===== config.mk =====
export PLATFORM = sky130hd
export DESIGN_NAME = clk_diag_decoder
export DESIGN_NICKNAME = d
export VERILOG_FILES = /design/src/rtl/clk_diag_decoder.sv
export SDC_FILE = /design/constraint.sdc
export NUM_CORES = 1
export LEC_CHECK = 0
export ABC_AREA = 1
export BUFFER_PORTS_ARGS = -buffer_cell sky130_fd_sc_hd__buf_2
export CAP_MARGIN = 30
export CORE_MARGIN = 8
export CORE_UTILIZATION = 45
export DETAILED_ROUTE_END_ITERATION = 12
export PLACE_DENSITY = 0.79
export RECOVER_POWER = 100
export REMOVE_ABC_BUFFERS = 1
export SYNTH_ARGS = -nofsm -noshare
export SYNTH_HDL_FRONTEND = slang
export SYNTH_SLANG_ARGS = --single-unit

===== constraint.sdc =====
create_clock -name clk -period 1.3 [get_ports clk]
set_input_delay 0.26 -clock clk [delete_from_list [all_inputs] [get_ports clk]]
set_output_delay 0.26 -clock clk [all_outputs]
set_load 0.005 [all_outputs]

===== src/rtl/clk_diag_decoder.sv =====
// CLK board diagnostic function decoder: strobe sync, register loads, EBOX clock-enable FSM.
// Optional burst support (003/042/043 and BURST state) is built only when CLK_DIAG_BURST_EN is defined.
module clk_diag_decoder #(
   parameter int SYNC_STAGES = 2
) (
   input  logic        clk,
   input  logic        CROBAR,
   input  logic        diagStrobe,
   input  logic [0:6]  ds,
   input  logic [0:35] data,
   output logic        clkEn,
   output logic        mrReset,
   output logic [0:1]  sourceSel,
   output logic [0:1]  rateSel,
   output logic [0:3]  parChk,
   output logic [0:3]  mboxCtl,
   output logic [0:10] crmDiagAdr,
   output logic [0:7]  burstCnt,
   output logic        funcDone,
   output logic        funcBad
);

   typedef enum logic [1:0] {
      ST_STOPPED,
      ST_RUNNING,
      ST_STEP
`ifdef CLK_DIAG_BURST_EN
      , ST_BURST
`endif
   } state_e;

   // Top bit of the chain is the previous synchronized level, used for edge detect.
   logic [SYNC_STAGES:0] sync_q, sync_d;
   logic                 go_q, go_d;
   state_e               state_q, state_d;
   logic                 mr_reset_q, mr_reset_d;
   logic [0:1]           source_sel_q, source_sel_d;
   logic [0:1]           rate_sel_q, rate_sel_d;
   logic [0:3]           par_chk_q, par_chk_d;
   logic [0:3]           mbox_ctl_q, mbox_ctl_d;
   logic [0:10]          crm_adr_q, crm_adr_d;
   logic                 func_done_q, func_done_d;
   logic                 func_bad_q, func_bad_d;
`ifdef CLK_DIAG_BURST_EN
   logic [0:7]           burst_cnt_q, burst_cnt_d;
`endif

   logic unused_data;
   assign unused_data = ^data[0:29];

   always_comb begin
      sync_d        = {sync_q[SYNC_STAGES-1:0], diagStrobe};
      go_d          = sync_q[SYNC_STAGES-1] & ~sync_q[SYNC_STAGES];
      state_d       = (state_q == ST_STEP) ? ST_STOPPED : state_q;
      mr_reset_d    = mr_reset_q;
      source_sel_d  = source_sel_q;
      rate_sel_d    = rate_sel_q;
      par_chk_d     = par_chk_q;
      mbox_ctl_d    = mbox_ctl_q;
      crm_adr_d     = crm_adr_q;
      func_done_d   = 1'b0;
      func_bad_d    = 1'b0;
`ifdef CLK_DIAG_BURST_EN
      burst_cnt_d   = burst_cnt_q;
      if (state_q == ST_BURST && burst_cnt_q != 8'd0)
         burst_cnt_d = burst_cnt_q - 8'd1;
`endif
      if (go_q && !ds[0]) begin
         func_done_d = 1'b1;
         case (ds)
            7'o000: begin
               state_d = ST_STOPPED;
`ifdef CLK_DIAG_BURST_EN
               burst_cnt_d = burst_cnt_q;
`endif
            end
            7'o001: begin
               state_d = ST_RUNNING;
`ifdef CLK_DIAG_BURST_EN
               burst_cnt_d = burst_cnt_q;
`endif
            end
            7'o002, 7'o004: if (state_q == ST_STOPPED) state_d = ST_STEP;
`ifdef CLK_DIAG_BURST_EN
            7'o003: if (state_q == ST_STOPPED && burst_cnt_q != 8'd0) state_d = ST_BURST;
            // Loads replace the undecremented count, so a load beats the decrement.
            7'o042: burst_cnt_d = {burst_cnt_q[0:3], data[32:35]};
            7'o043: burst_cnt_d = {data[32:35], burst_cnt_q[4:7]};
`endif
            7'o006: mr_reset_d = 1'b0;
            7'o007: mr_reset_d = 1'b1;
            7'o044: begin
               source_sel_d = data[32:33];
               rate_sel_d   = data[34:35];
            end
            7'o046: par_chk_d  = data[32:35];
            7'o047: mbox_ctl_d = data[32:35];
            7'o051: crm_adr_d  = {crm_adr_q[0:4], data[30:35]};
            7'o052: crm_adr_d  = {data[31:35], crm_adr_q[5:10]};
            default: begin
               func_done_d = 1'b0;
               func_bad_d  = 1'b1;
            end
         endcase
      end
`ifdef CLK_DIAG_BURST_EN
      // The cycle showing count 1 is the last enabled one; a load of 0 also ends the burst.
      if (state_d == ST_BURST && burst_cnt_d == 8'd0)
         state_d = ST_STOPPED;
`endif
   end

   always_ff @(posedge clk or posedge CROBAR) begin
      if (CROBAR) begin
         sync_q       <= '0;
         go_q         <= 1'b0;
         state_q      <= ST_STOPPED;
         mr_reset_q   <= 1'b1;
         source_sel_q <= '0;
         rate_sel_q   <= '0;
         par_chk_q    <= '0;
         mbox_ctl_q   <= '0;
         crm_adr_q    <= '0;
         func_done_q  <= 1'b0;
         func_bad_q   <= 1'b0;
`ifdef CLK_DIAG_BURST_EN
         burst_cnt_q  <= '0;
`endif
      end else begin
         sync_q       <= sync_d;
         go_q         <= go_d;
         state_q      <= state_d;
         mr_reset_q   <= mr_reset_d;
         source_sel_q <= source_sel_d;
         rate_sel_q   <= rate_sel_d;
         par_chk_q    <= par_chk_d;
         mbox_ctl_q   <= mbox_ctl_d;
         crm_adr_q    <= crm_adr_d;
         func_done_q  <= func_done_d;
         func_bad_q   <= func_bad_d;
`ifdef CLK_DIAG_BURST_EN
         burst_cnt_q  <= burst_cnt_d;
`endif
      end
   end

   assign clkEn      = (state_q != ST_STOPPED);
   assign mrReset    = mr_reset_q;
   assign sourceSel  = source_sel_q;
   assign rateSel    = rate_sel_q;
   assign parChk     = par_chk_q;
   assign mboxCtl    = mbox_ctl_q;
   assign crmDiagAdr = crm_adr_q;
   assign funcDone   = func_done_q;
   assign funcBad    = func_bad_q;
`ifdef CLK_DIAG_BURST_EN
   assign burstCnt   = burst_cnt_q;
`else
   assign burstCnt   = '0;
`endif

endmodule


==> results of run 1 <==
==> metrics by stage <==
step	TNS, ns	area, um^2	cells	hold WS [ns]
floorplan	0	1555	178	0.2914
global placement	-0.09047	1903	275	0.2328
detailed placement	-0.3691	1903	275	0.2406
CTS	-0.03851	2031	287	0.02216
global route	-0.3928	1963	287	0.01200
finish	-0.03173	1963	287	0.03019
==> synth_stat cells <==
master,count,area [um^2]
conb_1,1,3.750
ha_1,3,37.54
a21boi_1,1,7.510
nor2_8,1,20.02
nand2_4,2,22.52
o21a_1,8,60.06
inv_2,4,15.01
nor2_1,12,45.04
nand3_1,5,25.02
buf_6,1,11.26
o21ai_2,6,52.55
nor3_2,1,10.01
dfrtp_1,31,775.7
o21ai_1,10,50.05
o21ai_0,1,5.000
nor2_2,5,31.28
dfstp_2,1,26.28
inv_1,17,63.81
o21bai_1,1,7.510
nand2_1,51,191.4
buf_4,8,60.06
nand2_2,7,43.79
nor2_4,2,22.52
nand4_2,1,12.51
==> logic make-up (layout without fill, tap and decap cells) <==
family                   Yosys count  in the layout  synth area share (%)
AND/OR/NAND/NOR                   87             87                 26.50
flip-flops                        32             32                 50.12
buffers and inverters             30             84                 9.382
AO/OA/AOI/OAI                     27             27                 11.42
adder cells (fa/ha/maj)            3              3                 2.346
other                              1              8                0.2343
==> final cells by class <==
cell class | instances | share of cell area [%]
Sequential cell | 32 | 40.85
Multi-Input combinational cell | 125 | 33.01
Timing Repair Buffer | 55 | 15.30
Inverter | 21 | 4.015
Tap cell | 46 | 2.932
Clock buffer | 6 | 2.103
Clock inverter | 2 | 1.785
==> layer usage <==
| layer | GRT usage (%) | wire [um] |
|---|---|---|
| met5 | 0 | 0 |
| met4 | 5.970 | 71 |
| met3 | 4.342 | 220 |
| met2 | 23.20 | 1720 |
| met1 | 14.82 | 1483 |
==> worst max-delay path, stage by stage (launching register included) <==
cell and delay [ns]:
dfrtp_1 0.41, inv_2 0.08, ha_4 0.13, inv_2 0.03, buf_6 0.10
==> state kept, by name, indices dropped and copies added (netlist names) <==
| register | flops |
|---|---|
| crmDiagAdr | 11 |
| mboxCtl | 4 |
| sourceSel | 2 |
| funcBad | 1 |
| go_q | 1 |
| mrReset | 1 |
| state_q | 2 |
| funcDone | 1 |
| rateSel | 2 |
| parChk | 4 |
| sync_q | 3 |
==> worst max-delay path by stage <==
stage,start,end,slack [ns],cells past startpoint
after floorplan,ds[2],crmDiagAdr[5],0.19,6
after global placement,ds[2],crmDiagAdr[5],-0.03,7
after detailed placement,ds[2],crmDiagAdr[6],-0.06,7
after CTS,state_q[1],clkEn,-0.04,4
after global routing,state_q[1],clkEn,-0.09,4
final,state_q[1],clkEn,-0.03,4
==> report_power, final <==
part / leakage (uW) / internal [uW] / switching, uW
combinational: 0.000615 / 115 / 144
sequential: 0.000428 / 1030 / 20.2
clock: 0.0000422 / 403 / 328
==> repair_timing <==
item                                    4_1_cts  5_1_grt
endpoints found under the setup margin        1        2
hold buffers                                  1        0
endpoints found under the hold margin         6        0
setup buffers                                 3        0
resized for setup                             6        1
pin swaps                                     1        1
==> reports/metrics.csv, run 1 <==
stage;metric;value;unit
run_status;outcome;finished with violations;
run_status;violations_in_the_final_reports;setup timing;
min_path;hold-path-endpoint;sync_q[0];
yosys;synth.yosys.warnings;0;
min_path;hold_path_class;primary input to register;
yosys;avgSynthCellArea;8.890;um^2
finish;mostFrequentLayoutCell;nand2_1;
clock_tree;buffer_type_at_the_clock_tree_root;clkbuf_4;
detailed_routing;drt_iter0_drc;53;
detailed_routing;routed_wl;3.495;mm
clock_tree;clk_path_buf_depth;2;
timing;min_period;1.332;ns
timing;post-route-period-util;102.4;%
timing;worst_setup_slack_final;-0.03173;ns
min_path;hp-start;diagStrobe;
placement;gp_congestion;0.8539;
detailed_routing;via_count;1285;
floorplan;chipWidth;75.64;um
critical_path;critical_path_arrival;1.07;ns
critical_path;timing.rr.start;state_q[0];
finish;finalNetCount;289;
finish;post_route_cells_drive_above_1_share;29.05;%
power;powerDensity;1041;mW/mm^2
clock_tree;register_clock_pin_slew_on_the_reported_worst_setup_and_hold_paths;0.09;ns
clock_tree;tritoncts;built;
critical_path;cp-end-kind;primary output;
clock_tree;worstSkewPairLatency;0.33;ns
yosys;synth-seq-area-share;50.12;%
yosys;mappedNetlistArea;0.001600;mm^2
global_route;grt_overflow_total;0;
placement;numPortBuffers;42;
timing;drv_slew;0;
global_route;grt_pass1_wl;5.740;mm
global_route;grt_usage;13.48;%
floorplan;die-height;75.64;um
timing;finalHoldViolCount;0;
clock_tree;htree_levels;2;
floorplan;start_util;47.21;%
global_route;first_global_vias;1326;
critical_path;regToRegEndpoint;state_q[0];
global_route;antenna_found_initial;0;
flow_run;drv_cap;0;
finish;final_core_util;57.92;%
yosys;postSynthCellCount;180;
yosys;ys_seq_elements;32;
finish;diode_count;0;
placement;placement.setup.worst_slack;-0.05762;ns
power;power;2043;uW
detailed_routing;via_per_inst;4.477;
detailed_routing;drtPass1Iterations;4;
critical_path;regToRegSetupSlack;0.02;ns
detailed_routing;antenna_left;0;
critical_path;cp.required;1.04;ns
floorplan;total_i_o_pin_count;81;
yosys;synth_cell_types;24;
timing;final-setup-viol-count;1;
finish;area_growth_syn_to_layout;22.67;%
power;leakage;0.001085;uW
timing;unrepaired_setup_endpoints_after_global_routing;yes;
critical_path;r2r.worst_path.cells;10;
finish;sequential_cell_area;802.0;um^2
detailed_routing;route.detailed.drc;0;
floorplan;floorplan.rows;21;
floorplan;core_area;0.003390;mm^2
timing;worst_clock_skew;0.005461;ns
detailed_routing;routed_wire_length_per_instance;12.18;um
timing;max_freq;750.9;MHz
global_route;grt_start_max_net_pins;15;
floorplan;die_area;0.005721;mm^2
finish;layout_common_cells;nand2_1, dfrtp_1, buf_2;
power;peakVddDrop;657.1;uV
finish;fillers;329;
min_path;min_path_cells;1;
critical_path;cp-start-kind;register;
clock_tree;cts_made_buffers;5;
finish;multi_input_area;648.1;um^2
placement;detailedPlacementHpwl;2.744;mm
clock_tree;clock_sink_count;32;
critical_path;criticalPathCategory;register to primary output;
critical_path;critical_path.max_fanout;2;
(Power assumes the default switching activity.)
==> run 2: changes to the inputs <==
CORE_UTILIZATION = 47   (was 45)
CTS_BUF_LIST = sky130_fd_sc_hd__clkbuf_4   (was unset)
PLACE_DENSITY = 0.82   (was 0.79)
==> run 2 against run 1 <==
Compared with the run above: the run still ends with setup timing left; setup slack got worse by 0.023 ns; flip-flop and latch count did not move; count of clock-buffer cells in the layout did not move; register-to-register slack improved by 0.03 ns.
==> reports/metrics.csv, run 2 (same netlist as run 1, synthesis figures left out) <==
stage;metric;value;unit;change
finish;sequential_cell_area;802.0;um^2;unchanged
clock_tree;cts_made_buffers;5;;unchanged
detailed_routing;via_count;1292;;was 1285
power;powerDensity;950.3;mW/mm^2;was 1041 mW/mm^2
run_status;outcome;finished with violations;;unchanged
finish;fillers;315;;was 329
flow_run;drv_cap;0;;unchanged
finish;finalNetCount;289;;unchanged
critical_path;crit_family;flip-flops;;unchanged
finish;largest_reg_flops;11;;unchanged
timing;finalHoldViolCount;0;;unchanged
detailed_routing;drtPass1Iterations;4;;unchanged
timing;unrepaired_setup_endpoints_after_global_routing;yes;;unchanged
global_route;grt_usage;13.77;%;was 13.48%
critical_path;cp.required;1.04;ns;about the same
finish;multi_input_area;693.2;um^2;was 648.1 um^2
timing;min_period;1.354;ns;was 1.332 ns
placement;gp_congestion;0.8571;;was 0.8539
run_status;violations_in_the_final_reports;setup timing;;unchanged
detailed_routing;antenna_left;0;;unchanged
critical_path;critical_path_arrival;1.09;ns;was 1.07 ns
finish;post_route_cells_drive_above_1_share;39.42;%;was 29.05%
detailed_routing;drt_iter0_drc;64;;was 53
floorplan;die_area;0.005528;mm^2;was 0.005721 mm^2
critical_path;cp-end-kind;primary output;;unchanged
clock_tree;htree_levels;2;;unchanged
clock_tree;clk_path_buf_depth;2;;unchanged
critical_path;r2r.worst_path.cells;8;;was 10
global_route;first_global_vias;1299;;was 1326
critical_path;critical_path.max_fanout;3;;was 2
clock_tree;clock_sink_count;32;;unchanged
placement;numPortBuffers;42;;unchanged
critical_path;cp_num_buf_inv;3;;unchanged
timing;worst_clock_skew;0.01332;ns;was 0.005461 ns
floorplan;core_area;0.003311;mm^2;was 0.003390 mm^2
global_route;grt_pass1_wl;5.837;mm;was 5.740 mm
timing;final-setup-viol-count;1;;unchanged
critical_path;critical_path.most_common_cell;inv_2;;unchanged
finish;final_cell_count_no_fill;287;;unchanged
clock_tree;tritoncts;built;;unchanged
floorplan;total_i_o_pin_count;81;;unchanged
timing;drv_slew;0;;unchanged
power;peakVddDrop;618.9;uV;was 657.1 uV
detailed_routing;route.detailed.drc;0;;unchanged
finish;diode_count;0;;unchanged
min_path;min_path_cells;1;;unchanged
detailed_routing;via_per_inst;4.502;;was 4.477
floorplan;chipWidth;74.35;um;was 75.64 um
clock_tree;buffer_type_at_the_clock_tree_root;clkbuf_4;;unchanged
timing;post-route-period-util;104.2;%;was 102.4%
finish;mostFrequentLayoutCell;nand2_1;;unchanged
global_route;grt_start_max_net_pins;33;;was 15
clock_tree;worstSkewPairLatency;0.33;ns;about the same
power;leakage;0.001144;uW;was 0.001085 uW
finish;layout_common_cells;nand2_1, buf_2, dfrtp_1;;was nand2_1, dfrtp_1, buf_2
floorplan;die-height;74.35;um;was 75.64 um
floorplan;start_util;48.34;%;was 47.21%
critical_path;cp-start-kind;register;;unchanged
finish;final_core_util;60.51;%;was 57.92%
timing;worst_setup_slack_final;-0.05432;ns;was -0.03173 ns
timing;max_freq;738.4;MHz;was 750.9 MHz
critical_path;wp_depth;4;;unchanged
min_path;hold_path_class;primary input to register;;unchanged
detailed_routing;routed_wl;3.503;mm;was 3.495 mm
floorplan;floorplan.rows;21;;unchanged
detailed_routing;routed_wire_length_per_instance;12.21;um;was 12.18 um
timing;timing.hold.ws;0.03904;ns;was 0.03019 ns
critical_path;cpMaxStageDelayCell;dfrtp_1;;unchanged
placement;detailedPlacementHpwl;2.631;mm;was 2.744 mm
critical_path;criticalPathCategory;register to primary output;;unchanged
global_route;antenna_found_initial;0;;unchanged
global_route;grt_overflow_total;0;;unchanged
critical_path;path_cells;inv_2, ha_4, inv_2, buf_6;;unchanged
critical_path;cpPeakStageDelay;0.42;ns;was 0.41 ns
finish;area_growth_syn_to_layout;25.18;%;was 22.67%
clock_tree;register_clock_pin_slew_on_the_reported_worst_setup_and_hold_paths;0.09;ns;about the same
placement;place_inst;273;;was 275
==> run 2: changes by cell type in the layout (fill, tap and decap cells not counted), sizes merged <==
cell | previous run | this run
buf | 33 | 52
bufinv | 1 | 0
clkbuf | 27 | 8
clkinvlp | 0 | 1
==> run 2: area by class of cell <==
type                       instances  share of cell area (%)
clock buffer                       6                   2.249
clock inverter                     2                  0.5621
inverter                          21                   3.935
multi-input combinational        125                   34.60
sequential                        32                   40.04
tap                               46                   2.873
timing repair buffer              55                   15.74
==> run 2: repair_timing <==
item	4_1_cts	5_1_grt
cloned	0	0
setup buffers	3	2
setup endpoints to repair	1	2
hold buffers	1	0
endpoints found under the hold margin	31	0
resized for setup	6	5
pin swaps	1	5
==> run 2: worst paths after layout <==
path                             from       endpoint  slack, ns
setup / recovery           state_q[0]          clkEn      -0.05
hold / removal             diagStrobe      sync_q[0]       0.04
setup reg to reg           state_q[0]     state_q[0]       0.05
hold reg to reg             sync_q[0]      sync_q[1]       0.36
max in group asynchronous      CROBAR        mrReset       0.37
min in group asynchronous      CROBAR  crmDiagAdr[9]       0.58
==> run 2: power breakdown <==
| part | switching [uW] | internal (uW) | total, uW | leakage (uW) |
|---|---|---|---|---|
| Sequential | 21.8 | 1030 | 1060 | 0.000428 |
| Combinational | 153 | 133 | 285 | 0.000687 |
| Clock | 337 | 227 | 563 | 0.0000293 |
| Total | 511 | 1390 | 1900 | 0.00114 |
==> run 2: worst register-to-register path, stage by stage (launching register included) <==
cell and delay, ns:
dfrtp_1 0.40, inv_2 0.07, buf_4 0.14, ha_4 0.15, inv_2 0.04, nand2_2 0.06, buf_4 0.13, a21boi_1 0.12
nor2_1 0.10
==> run 2: layer usage <==
layer	GRT usage [%]	share of wire (%)
met5	0	0
met4	5.870	1.3
met3	4.178	6.0
met2	22.07	50
met1	16.72	43
==> run 2: per-stage QoR <==
step	TNS (ns)	worst slack (ns)	power, uW	area (um^2)
after detailed placement	-0.1960	-0.03744	1311	1888
final	-0.05432	-0.05432	1904	2003
after floorplan	0	0.1864	1202	1555
after CTS	-0.04743	-0.04743	1904	1996
after global routing	-0.3817	-0.1022	2001	2003
after global placement	-0.1457	-0.04088	1305	1888
